<file path="config.mk">
export PLATFORM = sky130hd
export DESIGN_NAME = soc_apb_timer_capture_flat
export DESIGN_NICKNAME = d
export VERILOG_FILES = /design/src/rtl/soc_apb_timer_capture_pkg.sv /design/src/rtl/soc_apb_timer_capture_if.sv /design/src/rtl/soc_apb_timer_capture_sync.sv /design/src/rtl/soc_apb_timer_capture.sv /design/src/flat_wrapper.sv
export SDC_FILE = /design/constraint.sdc
export NUM_CORES = 1
export LEC_CHECK = 0
export ABC_AREA = 1
export CORE_ASPECT_RATIO = 0.6
export CORE_MARGIN = 3
export CORE_UTILIZATION = 50
export CTS_BUF_LIST = sky130_fd_sc_hd__clkbuf_2
export DETAILED_ROUTE_END_ITERATION = 10
export PLACE_DENSITY = 0.88
export SYNTH_ARGS = -nofsm -noshare
export SYNTH_HDL_FRONTEND = slang
export SYNTH_SLANG_ARGS = --single-unit
</file>
<file path="constraint.sdc">
create_clock -name clk_i -period 3.42 [get_ports clk_i]
set_clock_uncertainty 0.1 [all_clocks]
set_input_delay 0.342 -clock clk_i [delete_from_list [all_inputs] [get_ports clk_i]]
set_output_delay 0.342 -clock clk_i [all_outputs]
set_load 0.05 [all_outputs]
</file>
<file path="src/rtl/soc_apb_timer_capture_pkg.sv">
// Shared types and default sizing for the APB timer input-capture unit.
package soc_apb_timer_capture_pkg;

    localparam int unsigned DEFAULT_DEPTH      = 4;
    localparam int unsigned DEFAULT_FILTER_LEN = 3;
    localparam int unsigned TS_W               = 32;

    typedef logic [TS_W-1:0] timestamp_t;

    typedef enum logic [1:0] {
        EDGE_NONE = 2'b00,
        EDGE_RISE = 2'b01,
        EDGE_FALL = 2'b10,
        EDGE_BOTH = 2'b11
    } edge_sel_e;

endpackage : soc_apb_timer_capture_pkg

</file>
<file path="src/rtl/soc_apb_timer_capture_if.sv">
// Register-side bundle of the capture unit: control in, buffer head and flags out.
interface soc_apb_timer_capture_if
    import soc_apb_timer_capture_pkg::*;
#(
    parameter int unsigned DEPTH = DEFAULT_DEPTH
) ();

    localparam int unsigned LVL_W = $clog2(DEPTH) + 1;

    logic             enable_i;
    logic [1:0]       edge_sel_i;
    logic             clear_i;
    logic             pop_i;
    timestamp_t       capture_value_o;
    logic             capture_valid_o;
    logic [LVL_W-1:0] level_o;
    logic             overflow_o;
    logic             irq_o;

    // Register block side: drives control, reads the buffer.
    modport master (
        output enable_i, edge_sel_i, clear_i, pop_i,
        input  capture_value_o, capture_valid_o, level_o, overflow_o, irq_o
    );

    // Capture unit side.
    modport slave (
        input  enable_i, edge_sel_i, clear_i, pop_i,
        output capture_value_o, capture_valid_o, level_o, overflow_o, irq_o
    );

endinterface : soc_apb_timer_capture_if

</file>
<file path="src/rtl/soc_apb_timer_capture_sync.sv">
// Event pin front end: 2-flop synchronizer, optional stability filter, edge detector.
// Filter is built only when SOC_APB_TIMER_CAPTURE_FILTER_EN is defined.
module soc_apb_timer_capture_sync #(
    parameter int unsigned FILTER_LEN = 3
) (
    input  logic clk_i,
    input  logic rst_ni,
    input  logic i_capture,
    output logic o_rise_c,
    output logic o_fall_c
);

    if (FILTER_LEN < 1) begin : g_bad_filter_len
        $error("FILTER_LEN must be at least 1");
    end

    logic r_sync1;
    logic r_sync2;
    logic r_dly;
    logic w_filt;

    // Bring the asynchronous pin into the clock domain.
    always_ff @(posedge clk_i or negedge rst_ni) begin
        if (!rst_ni) begin
            r_sync1 <= 1'b0;
            r_sync2 <= 1'b0;
        end else begin
            r_sync1 <= i_capture;
            r_sync2 <= r_sync1;
        end
    end

`ifdef SOC_APB_TIMER_CAPTURE_FILTER_EN
    localparam int unsigned CNT_W = $clog2(FILTER_LEN + 1);

    logic [CNT_W-1:0] r_cnt;
    logic             r_filt;

    // Move the filtered level only after FILTER_LEN consecutive cycles at the new level.
    always_ff @(posedge clk_i or negedge rst_ni) begin
        if (!rst_ni) begin
            r_cnt  <= '0;
            r_filt <= 1'b0;
        end else if (r_sync2 == r_filt) begin
            r_cnt  <= '0;
        end else if (r_cnt == CNT_W'(FILTER_LEN - 1)) begin
            r_cnt  <= '0;
            r_filt <= r_sync2;
        end else begin
            r_cnt  <= r_cnt + CNT_W'(1);
        end
    end

    assign w_filt = r_filt;
`else
    assign w_filt = r_sync2;
`endif

    // Previous filtered level; runs regardless of enable so enabling never fakes an edge.
    always_ff @(posedge clk_i or negedge rst_ni) begin
        if (!rst_ni) begin
            r_dly <= 1'b0;
        end else begin
            r_dly <= w_filt;
        end
    end

    assign o_rise_c = w_filt & ~r_dly;
    assign o_fall_c = ~w_filt & r_dly;

endmodule : soc_apb_timer_capture_sync

</file>
<file path="src/rtl/soc_apb_timer_capture.sv">
// APB timer input-capture unit: timestamps selected pin edges into a FWFT buffer.
// Optional glitch filter enabled by SOC_APB_TIMER_CAPTURE_FILTER_EN.
module soc_apb_timer_capture
    import soc_apb_timer_capture_pkg::*;
#(
    parameter int unsigned DEPTH      = DEFAULT_DEPTH,
    parameter int unsigned FILTER_LEN = DEFAULT_FILTER_LEN
) (
    input  logic                          clk_i,
    input  logic                          rst_ni,
    input  timestamp_t                    counter_value_i,
    input  logic                          capture_i,
    soc_apb_timer_capture_if.slave        bus
);

    localparam int unsigned AW    = $clog2(DEPTH);
    localparam int unsigned LVL_W = AW + 1;

    if (DEPTH < 2 || (DEPTH & (DEPTH - 1)) != 0) begin : g_bad_depth
        $error("DEPTH must be a power of two, at least 2");
    end

    timestamp_t       r_mem [DEPTH];
    logic [AW:0]      r_wr_ptr;
    logic [AW:0]      r_rd_ptr;
    logic             r_overflow;
    logic             r_irq;

    logic             w_rise;
    logic             w_fall;
    edge_sel_e        w_sel;
    logic             w_hit;
    logic             w_push_req;
    logic             w_pop;
    logic             w_push;
    logic             w_drop;
    logic [LVL_W-1:0] w_level;
    logic             w_empty;
    logic             w_full;

    soc_apb_timer_capture_sync #(
        .FILTER_LEN (FILTER_LEN)
    ) u_sync (
        .clk_i     (clk_i),
        .rst_ni    (rst_ni),
        .i_capture (capture_i),
        .o_rise_c  (w_rise),
        .o_fall_c  (w_fall)
    );

    // Occupancy from pointer difference; the wrap bit separates full from empty.
    assign w_level = LVL_W'(r_wr_ptr - r_rd_ptr);
    assign w_empty = (w_level == '0);
    assign w_full  = (w_level == LVL_W'(DEPTH));

    // Edge selection and push/pop arbitration against buffer state.
    always_comb begin
        w_sel      = edge_sel_e'(bus.edge_sel_i);
        w_hit      = 1'b0;
        unique case (w_sel)
            EDGE_RISE: w_hit = w_rise;
            EDGE_FALL: w_hit = w_fall;
            EDGE_BOTH: w_hit = w_rise | w_fall;
            default:   w_hit = 1'b0;
        endcase
        w_push_req = bus.enable_i & w_hit;
        w_pop      = bus.pop_i & ~w_empty;
        w_push     = w_push_req & (~w_full | w_pop);
        w_drop     = w_push_req & w_full & ~w_pop;
    end

    // Pointers, sticky overflow and capture interrupt; clear beats push and pop.
    always_ff @(posedge clk_i or negedge rst_ni) begin
        if (!rst_ni) begin
            r_wr_ptr   <= '0;
            r_rd_ptr   <= '0;
            r_overflow <= 1'b0;
            r_irq      <= 1'b0;
        end else if (bus.clear_i) begin
            r_wr_ptr   <= '0;
            r_rd_ptr   <= '0;
            r_overflow <= 1'b0;
            r_irq      <= 1'b0;
        end else begin
            if (w_pop) begin
                r_rd_ptr <= r_rd_ptr + (AW+1)'(1);
            end
            if (w_push) begin
                r_wr_ptr <= r_wr_ptr + (AW+1)'(1);
            end
            if (w_drop) begin
                r_overflow <= 1'b1;
            end
            r_irq <= w_push;
        end
    end

    // Timestamp storage; contents are masked at the output while empty.
    always_ff @(posedge clk_i) begin
        if (!bus.clear_i && w_push) begin
            r_mem[r_wr_ptr[AW-1:0]] <= counter_value_i;
        end
    end

    assign bus.capture_value_o = w_empty ? '0 : r_mem[r_rd_ptr[AW-1:0]];
    assign bus.capture_valid_o = ~w_empty;
    assign bus.level_o         = w_level;
    assign bus.overflow_o      = r_overflow;
    assign bus.irq_o           = r_irq;

endmodule : soc_apb_timer_capture

</file>
<file path="src/flat_wrapper.sv">
// flat-port wrapper written by rule: the top's interface ports become plain ports
module soc_apb_timer_capture_flat import soc_apb_timer_capture_pkg::*;
#(
    parameter int unsigned DEPTH      = DEFAULT_DEPTH,
    parameter int unsigned FILTER_LEN = DEFAULT_FILTER_LEN
)
  (clk_i, rst_ni, counter_value_i, capture_i, bus_enable_i, bus_edge_sel_i, bus_clear_i, bus_pop_i, bus_capture_value_o, bus_capture_valid_o, bus_level_o, bus_overflow_o, bus_irq_o);
  soc_apb_timer_capture_if #(.DEPTH(DEPTH)) bus_i ();
  input  logic clk_i;
  input  logic rst_ni;
  input  timestamp_t counter_value_i;
  input  logic capture_i;
  input wire logic [$bits(bus_i.enable_i)-1:0] bus_enable_i;
  input wire logic [$bits(bus_i.edge_sel_i)-1:0] bus_edge_sel_i;
  input wire logic [$bits(bus_i.clear_i)-1:0] bus_clear_i;
  input wire logic [$bits(bus_i.pop_i)-1:0] bus_pop_i;
  output wire logic [$bits(bus_i.capture_value_o)-1:0] bus_capture_value_o;
  output wire logic [$bits(bus_i.capture_valid_o)-1:0] bus_capture_valid_o;
  output wire logic [$bits(bus_i.level_o)-1:0] bus_level_o;
  output wire logic [$bits(bus_i.overflow_o)-1:0] bus_overflow_o;
  output wire logic [$bits(bus_i.irq_o)-1:0] bus_irq_o;
  assign bus_i.enable_i = bus_enable_i;
  assign bus_i.edge_sel_i = bus_edge_sel_i;
  assign bus_i.clear_i = bus_clear_i;
  assign bus_i.pop_i = bus_pop_i;
  assign bus_capture_value_o = bus_i.capture_value_o;
  assign bus_capture_valid_o = bus_i.capture_valid_o;
  assign bus_level_o = bus_i.level_o;
  assign bus_overflow_o = bus_i.overflow_o;
  assign bus_irq_o = bus_i.irq_o;
  soc_apb_timer_capture #(.DEPTH(DEPTH), .FILTER_LEN(FILTER_LEN)) u_core (.clk_i(clk_i), .rst_ni(rst_ni), .counter_value_i(counter_value_i), .capture_i(capture_i), .bus(bus_i));
endmodule
</file>
==> impl_metrics.csv, run 1 <==
group,metric,value,unit
power_and_ir_drop,p_seq_share,29.9,%
cells_and_area,antenna-diode-count,0,
cells_and_area,mostFrequentLayoutCells,"edfxtp_1, nor2_1, o21ai_0, nand2_1, inv_1",
synthesis,synth_top_cell_area_share,66.3,%
sta,max_freq,311,MHz
synthesis,yosysUniqueCellTypes,21,
sta,worst_slew_pin_slew,1040,ps
synthesis,synthCells,498,
sta,tns,0,ps
clock_tree,insertion_delay,680,ps
cells_and_area,area_growth,20.1,%
min_path,worst_hold_path_type,"primary input to flip-flop",
power_and_ir_drop,power_density,918,nW/um^2
routing,drt_iter0_drc,395,
sta,hold_violations,0,
setup_path,cp.arrival,2780,ps
power_and_ir_drop,p_leak,2.77,nW
placed_design,port_buffers,77,
synthesis,netlist_area,5800,sq um
setup_path,crit_path_start_kind,"flip-flop",
clock_tree,htreeDepth,4,
grt,grt.total_usage,19.3,%
cells_and_area,fin_nets,632,
sta,slew_viol_final,0,
setup_path,cp_cell_sequence,"ha_1 -> fa_1 -> nand2_1 -> inv_2 -> nand3_4 -> buf_12 -> nand2_1 -> inv_1 -> buf_4",
placed_design,place_area,6660,sq um
clock_tree,cts_max_path_buffers,2,
clock_tree,root_buffer,"clkbuf_2",
routing,first_pass_iters,5,
flow_run,cap_violations,0,
grt,grt_pass1_vias,3741,
setup_path,slowest_delay,560,ps
floorplan,die_width,145,um
floorplan,core,10900,sq um
sta,rsz0062_at_grt,"yes",
setup_path,slowest_stage,"fa_1",
routing,dr_total_vias,3892,
synthesis,synth_top_area_cell,"edfxtp_1",
floorplan,die_h,89.4,um
clock_tree,cts_buffers,17,
routing,ant_nets,0,
synthesis,async_flop_share,7.91,%
setup_path,critPathMostFrequentCell,"nand2_1",
placed_design,pre_cts_ws,623,ps
setup_path,critical_path.top_delay_family,"adder cells",
placed_design,place.gp.congestion,0.758,
cells_and_area,nFillCells,826,
power_and_ir_drop,pwr-share-comb,56.5,%
sta,relSlewSlack,30.7,%
synthesis,ys_seq_elements,139,
outcome,status,"finished, final reports clean",
floorplan,initial_core_util,53.1,%
routing,viasPerCell,5.18,
synthesis,ys.warnings.count,0,
placed_design,hpwl,7040,um
synthesis,ys.flop_type,"edfxtp_1",
setup_path,worstPathRequired,2980,ps
setup_path,cp_max_fo,19,
cells_and_area,final_common_cell,"edfxtp_1",
clock_tree,clk_pin_slew,200,ps
sta,timing.hold.ws,117,ps
sta,fin_ws,203,ps
power_and_ir_drop,clkPwrFrac,13.6,%
setup_path,worstSetupPathType,"flip-flop to primary output",
cells_and_area,layout-drive-gt1-share,14.8,%
power_and_ir_drop,swShare,49.9,%
floorplan,fp-row-count,29,
routing,wl_per_cell,16.1,um
cells_and_area,final_cells,751,
grt,grt_max_degree,67,
sta,period_share,94.1,%
synthesis,syn_avg_cell_area,11.6,sq um
power_and_ir_drop,ir_worst_vdd,0.000714,V
sta,setup_viol,0,
sta,min_period,3220,ps
placed_design,dp_cells,711,
clock_tree,cts_tree,"done",
routing,drt-total-wl,12100,um
clock_tree,numClockSinks,139,
setup_path,critPathBufInv,4,
grt,antenna_found_initial,0,
routing,drcViolationCount,0,
synthesis,synth.area.top_cells,"edfxtp_1, nor2_1, o21ai_0",
synthesis,synth_edf_count,128,
synthesis,synth_fp_nets,547,
power_and_ir_drop,p_switching,3.19,mW
floorplan,dieArea,13000,sq um
grt,overflow,0,
setup_path,crit_path_end_kind,"primary output",
power_and_ir_drop,power.internal,3.20,mW
grt,grt_first_pass_wirelength,19200,um
cells_and_area,design_area,6970,sq um
floorplan,ios,78,
synthesis,yosysSeqAreaShare,71.0,%
==> path summary, 6_finish.rpt <==
path / from / to / slack [ps] / cells past startpoint
setup reg to reg: u_core.r_rd_ptr[0]$_DFFE_PN0P_ / u_core.r_mem[0][2]$_DFFE_PP_ / 630 / 8
hold reg to reg: u_core.u_sync.r_sync1$_DFF_PN0_ / u_core.u_sync.r_sync2$_DFF_PN0_ / 280 / 0
max in group asynchronous: rst_ni / u_core.r_rd_ptr[0]$_DFFE_PN0P_ / 2450 / 2
setup / recovery: u_core.r_rd_ptr[0]$_DFFE_PN0P_ / bus_capture_value_o[17] / 200 / 9
min in group asynchronous: rst_ni / u_core.u_sync.r_dly$_DFF_PN0_ / 410 / 2
hold / removal: bus_clear_i / u_core.bus.overflow_o$_DFFE_PN0P_ / 120 / 2
==> power by group through the flow <==
stage	Sequential [mW]	Combinational (mW)	Clock, mW
global placement	1.95	3.32	0
finish	1.91	3.61	0.869
CTS	1.91	3.62	0.888
floorplan	1.95	2.51	0
global route	1.92	3.87	0.972
detailed placement	1.95	3.37	0
==> cell families after synthesis <==
kind of cell	Yosys count	share of synthesized area [%]
AO/OA/AOI/OAI	97	8.37
XOR/XNOR	2	0.302
adder cells (fa/ha/maj)	9	2.07
buffers and inverters	77	6.02
flip-flops	139	71.0
AND/OR/NAND/NOR	174	12.2
==> what timing repair did <==
action / 4_1_cts / 5_1_grt
cloned: 1 / 0
pin swaps: 2 / 0
hold buffers: 2 / 0
gates resized for setup: 2 / 1
setup buffers: 4 / 1
endpoints found under the hold margin: 12 / 0
endpoints found under the setup margin: 34 / 34
==> cells in the mapped netlist (2+ instances only) <==
cell / instances
nand4_1: 6
buf_2: 10
nand3_2: 2
o21ai_1: 27
clkbuf_1: 4
nand2_1: 51
inv_1: 52
nor2_1: 104
clkbuf_2: 2
dfrtp_1: 11
ha_1: 8
edfxtp_1: 128
o21ai_0: 69
xor2_1: 2
buf_4: 6
nand3_1: 9
buf_6: 3
==> layout make-up <==
type / instances / area [sq um] / area share, %
Clock inverter: 14 / 123 / 1.76
Multi-Input combinational cell: 283 / 1380 / 19.8
Clock buffer: 18 / 90.1 / 1.29
Inverter: 52 / 195 / 2.80
Timing Repair Buffer: 90 / 865 / 12.4
Tap cell: 155 / 194 / 2.78
Sequential cell: 139 / 4120 / 59.2
==> layer usage <==
| layer | up-vias | track usage (%) | routed length, um |
|---|---|---|---|
| met5 | - | 0 | 0 |
| met4 | 0 | 6.03 | 138 |
| met3 | 14 | 6.84 | 1020 |
| met2 | 159 | 30.3 | 5570 |
| met1 | 1847 | 26.0 | 5330 |
| li1 | 1872 | - | - |
==> metrics by stage <==
stage               power, mW  utilization (%)
floorplan                4.46                -
global placement         5.27             60.9
detailed placement       5.32             60.9
CTS                      6.42             63.7
global route             6.76             63.8
finish                   6.40             63.8
==> flip-flops by register name, summed over array words and instances (netlist names) <==
signal                 cells
u_core.r_rd_ptr            3
u_core.u_sync.r_dly        1
u_core.r_wr_ptr            3
u_core.u_sync.r_sync2      1
u_core.r_mem             128
u_core.bus.overflow_o      1
u_core.u_sync.r_sync1      1
u_core.bus.irq_o           1
Note: power is estimated with default switching activity, not from simulation.
==> run 2, diff against run 1 <==
Settings changed: DONT_BUFFER_PORTS from default to 1, PLACE_DENSITY 0.88 to 0.79.
==> run 2 against run 1 <==
Effect of this change:
- first-iteration DRC count fell by 26%
- non-clock buffer count is 31 lower
- sequential share of layout area is 0.46 points higher
- register-to-register slack lost 340 ps
- die area stayed put
- sequential cell count did not move
- critical endpoint is now bus_capture_value_o[28]
- hold slack better by 25 ps
- utilization shrank 0.49 points
- critical path depth is 1 lower
- maximum frequency is 4.6% lower
- global-route usage is 0.64 points higher
- final cell count down 3.6%
==> impl_metrics.csv, run 2 (same netlist as run 1, synthesis figures left out) <==
group,metric,value,unit
floorplan,fp-row-count,29,
cells_and_area,area_growth,19.2,%
setup_path,r2r_start,"u_core.u_sync.r_dly$_DFF_PN0_",
sta,hold_violations,0,
setup_path,worstPathRequired,2980,ps
grt,overflow,0,
routing,drcViolationCount,0,
sta,slew_viol_final,0,
grt,use_met3,5.47,%
cells_and_area,ff_latch_area,4120,sq um
grt,grt_pass1_vias,3691,
setup_path,cp_max_fo,7,
placed_design,port_buffers,0,
min_path,hold_end,"u_core.u_sync.r_sync1$_DFF_PN0_",
grt,top_usage_layer,"met2",
routing,viasPerCell,5.22,
cells_and_area,design_area,6910,sq um
floorplan,dieArea,13000,sq um
clock_tree,cts_tree,"done",
routing,wl_per_cell,17.5,um
routing,drt-total-wl,12700,um
floorplan,initial_core_util,53.1,%
sta,worst_slew_pin_slew,644,ps
grt,grt.total_usage,20.0,%
placed_design,pre_cts_ws,518,ps
clock_tree,numClockSinks,139,
routing,dr_total_vias,3778,
sta,tns,0,ps
setup_path,crit_path_start_kind,"flip-flop",
cells_and_area,largest_register_ffs,128,
cells_and_area,final_common_cell,"edfxtp_1",
sta,rsz0062_at_grt,"yes",
grt,met1_usage,26.0,%
placed_design,place_area,5940,sq um
sta,relSlewSlack,57.1,%
sta,setup_viol,0,
cells_and_area,multi_input_area,1520,sq um
setup_path,r2r_cells,11,
grt,use_met2,33.1,%
setup_path,r2r_end,"u_core.r_wr_ptr[0]$_DFFE_PN0P_",
grt,grt_max_degree,68,
clock_tree,insertion_delay,660,ps
sta,period_share,98.6,%
cells_and_area,fin_nets,604,
routing,ant_nets,0,
cells_and_area,mostFrequentLayoutCells,"edfxtp_1, nor2_1, o21ai_0, dlygate4sd3_1, nand2_1",
clock_tree,clk_pin_slew,210,ps
floorplan,die_h,89.4,um
routing,drt_iter0_drc,294,
min_path,worst_hold_path_type,"primary input to flip-flop",
floorplan,die_width,145,um
setup_path,crit_path_end_kind,"primary output",
floorplan,core,10900,sq um
setup_path,worstSetupPathType,"flip-flop to primary output",
placed_design,hpwl,6290,um
cells_and_area,finalCoreUtilization,63.3,%
grt,grt_first_pass_wirelength,19500,um
floorplan,ios,78,
sta,max_freq,297,MHz
setup_path,r2r_setup_slack,290,ps
placed_design,place.gp.congestion,0.793,
cells_and_area,nFillCells,836,
clock_tree,cts_buffers,17,
flow_run,cap_violations,0,
min_path,holdPathStages,1,
clock_tree,cts_max_path_buffers,2,
sta,fin_ws,49.2,ps
grt,antenna_found_initial,1,
clock_tree,htreeDepth,4,
outcome,status,"finished, final reports clean",
clock_tree,root_buffer,"clkbuf_2",
cells_and_area,layout-drive-gt1-share,16.5,%
sta,min_period,3370,ps
setup_path,cp.arrival,2930,ps
min_path,hold_start,"capture_i",
routing,first_pass_iters,4,
==> run 2: changes by cell type in the layout (fill, tap and decap cells not counted), moves of 2 or more <==
cell,before,now
clkdlybuf4s50_1,43,0
dlygate4sd3_1,2,43
buf_4,38,13
clkinvlp_4,4,19
inv_1,50,35
nand2_1,51,37
nand2_2,1,8
nand2_4,0,7
buf_12,6,2
nand3_4,2,5
clkinv_2,3,1
==> run 2: area by class of cell <==
class | instances | area share (%)
Antenna cell | 1 | 0.0362
Clock inverter | 13 | 2.06
Tap cell | 155 | 2.81
Multi-Input combinational cell | 286 | 22.0
Sequential cell | 139 | 59.6
Timing Repair Buffer | 59 | 8.42
Inverter | 52 | 3.71
Clock buffer | 19 | 1.38
==> run 2: repair_timing <==
item	CTS	global route
resized for setup	25	24
setup buffers	3	6
hold endpoints to repair	148	0
hold buffers	43	0
setup endpoints to repair	32	32
cloned	3	1
pin swaps	8	8
==> run 2: per-stage QoR <==
step                      std cells  hold slack (ps)
after global routing            724             45.7
after global placement          635            -53.3
after CTS                       716             48.5
after floorplan                 498            -53.6
final                           724              142
after detailed placement        635            -53.3
==> run 2: metal layers <==
layer,vias up,share of wire [%]
met5,-,0
met4,0,0.58
met3,7,6.4
met2,118,48
met1,1832,45
li1,1821,-
==> run 2: critical path, cell delays in order (launching register included) <==
cell and delay [ps]:
dfrtp_1 410, inv_2 70, ha_4 160, fa_1 570, nand2_2 90, clkinvlp_4 120, nand3_4 340, nand2_4 220
clkinvlp_4 260
==> run 2: worst max path at each step <==
stage                     slack [ps]                            to                      startpoint
after floorplan                   20  u_core.r_mem[0][0]$_DFFE_PP_  u_core.r_wr_ptr[0]$_DFFE_PN0P_
after global placement           550       bus_capture_value_o[22]  u_core.r_wr_ptr[0]$_DFFE_PN0P_
after detailed placement         520       bus_capture_value_o[24]  u_core.r_wr_ptr[0]$_DFFE_PN0P_
after CTS                          9       bus_capture_value_o[24]  u_core.r_wr_ptr[0]$_DFFE_PN0P_
after global routing            -110       bus_capture_value_o[22]  u_core.r_wr_ptr[0]$_DFFE_PN0P_
final                             50       bus_capture_value_o[28]  u_core.r_wr_ptr[0]$_DFFE_PN0P_
Power of run 2 is not shown: default switching activity piles up to over one toggle a cycle in this logic, so the estimate is an artifact.
==> run 3, diff against run 2 <==
Settings changed: ABC_AREA 1 to default.
==> run 3 against run 2 <==
Effect of this change:
- area after synthesis decreased by 5.4%
- synthesized cell count shrank 46%
- non-clock buffer count is 34 higher
- maximum frequency is 4.2% higher
- hold slack better by 4.7 ps
- global-route usage is 1.7 points lower
- critical path depth rose by 1
- register-to-register slack better by 150 ps
- via count fell by 25%
- count of clock-buffer cells in the layout did not move
- die area fell by 5.1%
- critical endpoint is now bus_capture_value_o[30]
- largest cell class unchanged
==> impl_metrics.csv, run 3 <==
group,metric,value,unit
placed_design,port_buffers,0,
sta,tns,0,ps
cells_and_area,design_area,6660,sq um
cells_and_area,layout-drive-gt1-share,33.3,%
sta,worst_slew_pin_slew,659,ps
synthesis,synth_fp_nets,316,
synthesis,netlist_area,5480,sq um
routing,drt_iter0_drc,286,
clock_tree,cts_tree,"done",
grt,grt_first_pass_wirelength,16400,um
synthesis,yosysSeqAreaShare,75.1,%
setup_path,crit_path_start_kind,"flip-flop",
power_and_ir_drop,power_density,820,nW/um^2
setup_path,worstPathRequired,2980,ps
grt,grt_max_degree,35,
floorplan,die_h,87.1,um
synthesis,syn_avg_cell_area,20.5,sq um
cells_and_area,mostFrequentLayoutCells,"edfxtp_1, buf_4, dlygate4sd3_1, nor2b_1, mux4_2",
routing,met2_length,5080,um
clock_tree,numClockSinks,139,
sta,timing.hold.ws,147,ps
grt,overflow,0,
synthesis,synth_top_area_cell,"edfxtp_1",
cells_and_area,final_common_cell,"edfxtp_1",
routing,drt-total-wl,10800,um
synthesis,synthCells,267,
synthesis,synth_top_cell_area_share,70.1,%
cells_and_area,final_cells,513,
sta,rsz0062_at_grt,"no",
cells_and_area,nFillCells,707,
floorplan,dieArea,12300,sq um
placed_design,dp_cells,434,
floorplan,ios,78,
synthesis,ys.warnings.count,0,
clock_tree,cts_max_path_buffers,2,
grt,antenna_found_initial,0,
setup_path,crit_path_end_kind,"primary output",
setup_path,cp_max_fo,8,
grt,grt_pass1_vias,2916,
floorplan,initial_core_util,53.4,%
synthesis,synth_edf_count,128,
sta,period_share,94.6,%
clock_tree,clk_pin_slew,180,ps
routing,drt-met1-wl,4630,um
setup_path,cp.arrival,2790,ps
power_and_ir_drop,p_leak,2.31,nW
min_path,worst_hold_path_type,"primary input to flip-flop",
floorplan,die_width,141,um
placed_design,hpwl,6180,um
cells_and_area,area_growth,21.4,%
routing,viasPerCell,5.51,
power_and_ir_drop,ir_worst_vdd,0.000543,V
synthesis,ys.flop_type,"edfxtp_1",
synthesis,async_flop_share,7.91,%
sta,setup_viol,0,
routing,ant_nets,0,
cells_and_area,largest_register_ffs,128,
routing,dr_total_vias,2829,
placed_design,place_area,5940,sq um
setup_path,r2r_setup_slack,440,ps
routing,dr_wl_met3,996,um
placed_design,place.gp.congestion,0.787,
sta,slew_viol_final,0,
setup_path,worstSetupPathType,"flip-flop to primary output",
synthesis,yosysUniqueCellTypes,27,
floorplan,core,10300,sq um
sta,min_period,3230,ps
routing,first_pass_iters,4,
routing,wl_per_cell,21.1,um
synthesis,ys_seq_elements,139,
cells_and_area,antenna-diode-count,0,
synthesis,synth.area.top_cells,"edfxtp_1, mux4_2, dfrtp_1",
cells_and_area,fin_nets,416,
outcome,status,"finished, final reports clean",
floorplan,fp-row-count,28,
sta,max_freq,309,MHz
synthesis,synth_most_common_cell,"edfxtp_1",
clock_tree,cts_buffers,17,
synthesis,ys_top_cells_by_count,"edfxtp_1, nor2b_1, mux4_2, dfrtp_1",
setup_path,slowest_stage,"xor3_2",
setup_path,slowest_delay,420,ps
routing,drcViolationCount,0,
routing,routed.top_layer,"met4",
sta,hold_violations,0,
flow_run,cap_violations,0,
clock_tree,htreeDepth,4,
grt,grt.total_usage,18.2,%
sta,relSlewSlack,56.1,%
clock_tree,insertion_delay,650,ps
clock_tree,root_buffer,"clkbuf_2",
setup_path,cp_cell_sequence,"inv_2 -> ha_2 -> fa_2 -> xor3_2 -> nor2_4 -> buf_12 -> clkbuf_16 -> nor2b_1 -> buf_4",
## run 3: cell types whose count changed after synthesis, moves of 4 or more
cell,previous run,this run
mux4_2,0,32
inv_1,52,8
nor2_1,104,5
and2_1,0,4
buf_2,10,4
buf_4,6,0
nor2b_1,0,33
nand3_1,9,3
o21ai_1,27,0
clkbuf_1,4,8
nand2_1,51,1
nand4_1,6,0
o21ai_0,69,3
## run 3: power breakdown
group	internal [mW]	switching, mW	total [mW]
sequential	1.89	0.0187	1.91
clock	0.171	0.533	0.705
combinational	1.02	1.83	2.84
total	3.08	2.38	5.46
## run 3: kinds of logic (layout without fill, tap and decap cells)
group | Yosys count | in the layout | synth area share [%]
mux | 34 | 34 | 13.5
simple gates | 52 | 52 | 5.82
fa+ha+maj | 9 | 9 | 2.19
flops | 139 | 139 | 75.1
buf+inv | 20 | 131 | 1.46
compound gates | 10 | 10 | 1.12
xor+xnor | 3 | 3 | 0.776
## run 3: metal layers
| layer | track usage, % | vias to the layer above |
|---|---|---|
| li1 | - | 1252 |
| met4 | 5.01 | 0 |
| met3 | 6.64 | 15 |
| met2 | 28.2 | 131 |
| met5 | 0 | - |
| met1 | 25.0 | 1431 |
## run 3: path summary, 6_finish.rpt
| path | from | to | cells past startpoint |
|---|---|---|---|
| worst max-delay path | u_core.r_wr_ptr[0]$_DFFE_PN0P_ | bus_capture_value_o[30] | 9 |
| worst min-delay path | capture_i | u_core.u_sync.r_sync1$_DFF_PN0_ | 1 |
| worst max register to register | u_core.r_wr_ptr[0]$_DFFE_PN0P_ | u_core.r_mem[0][28]$_DFFE_PP_ | 9 |
| worst min register to register | u_core.u_sync.r_sync1$_DFF_PN0_ | u_core.u_sync.r_sync2$_DFF_PN0_ | 0 |
| max in group asynchronous | rst_ni | u_core.r_rd_ptr[0]$_DFFE_PN0P_ | 2 |
| min in group asynchronous | rst_ni | u_core.r_wr_ptr[1]$_DFFE_PN0P_ | 2 |
## run 3: metrics by stage
step                utilization [%]  setup WS (ps)  total power, mW
global route                   64.9           32.7             5.71
finish                         64.9            186             5.46
floorplan                         -           25.3             3.74
detailed placement             57.9            442             4.34
global placement               57.9            557             4.33
CTS                            64.1           79.1             5.30
## run 3: area by class of cell
class / count / area [sq um] / area share (%)
Clock buffer: 19 / 95.1 / 1.43
Clock inverter: 11 / 57.6 / 0.864
Inverter: 8 / 33.8 / 0.507
Multi-Input combinational cell: 108 / 1300 / 19.6
Sequential cell: 139 / 4120 / 61.9
Tap cell: 135 / 169 / 2.54
Timing Repair Buffer: 93 / 878 / 13.2
## run 3: critical path, delay by kind of cell, from the launching register on
kind	cells	cell delay, ps
xor gates and xnor gates	1	420
DFF	1	400
and+or+nand+nor	2	190
adders and majority gates	2	570
buffers and inverters	4	540
## run 3: repair_timing
| item | 4_1_cts | 5_1_grt |
|---|---|---|
| setup buffers | 1 | 3 |
| setup endpoints to repair | 33 | 16 |
| hold endpoints to repair | 148 | 0 |
| gates resized for setup | 5 | 9 |
| cloned | 1 | 2 |
| hold buffers | 42 | 0 |
| pin swaps | 2 | 2 |
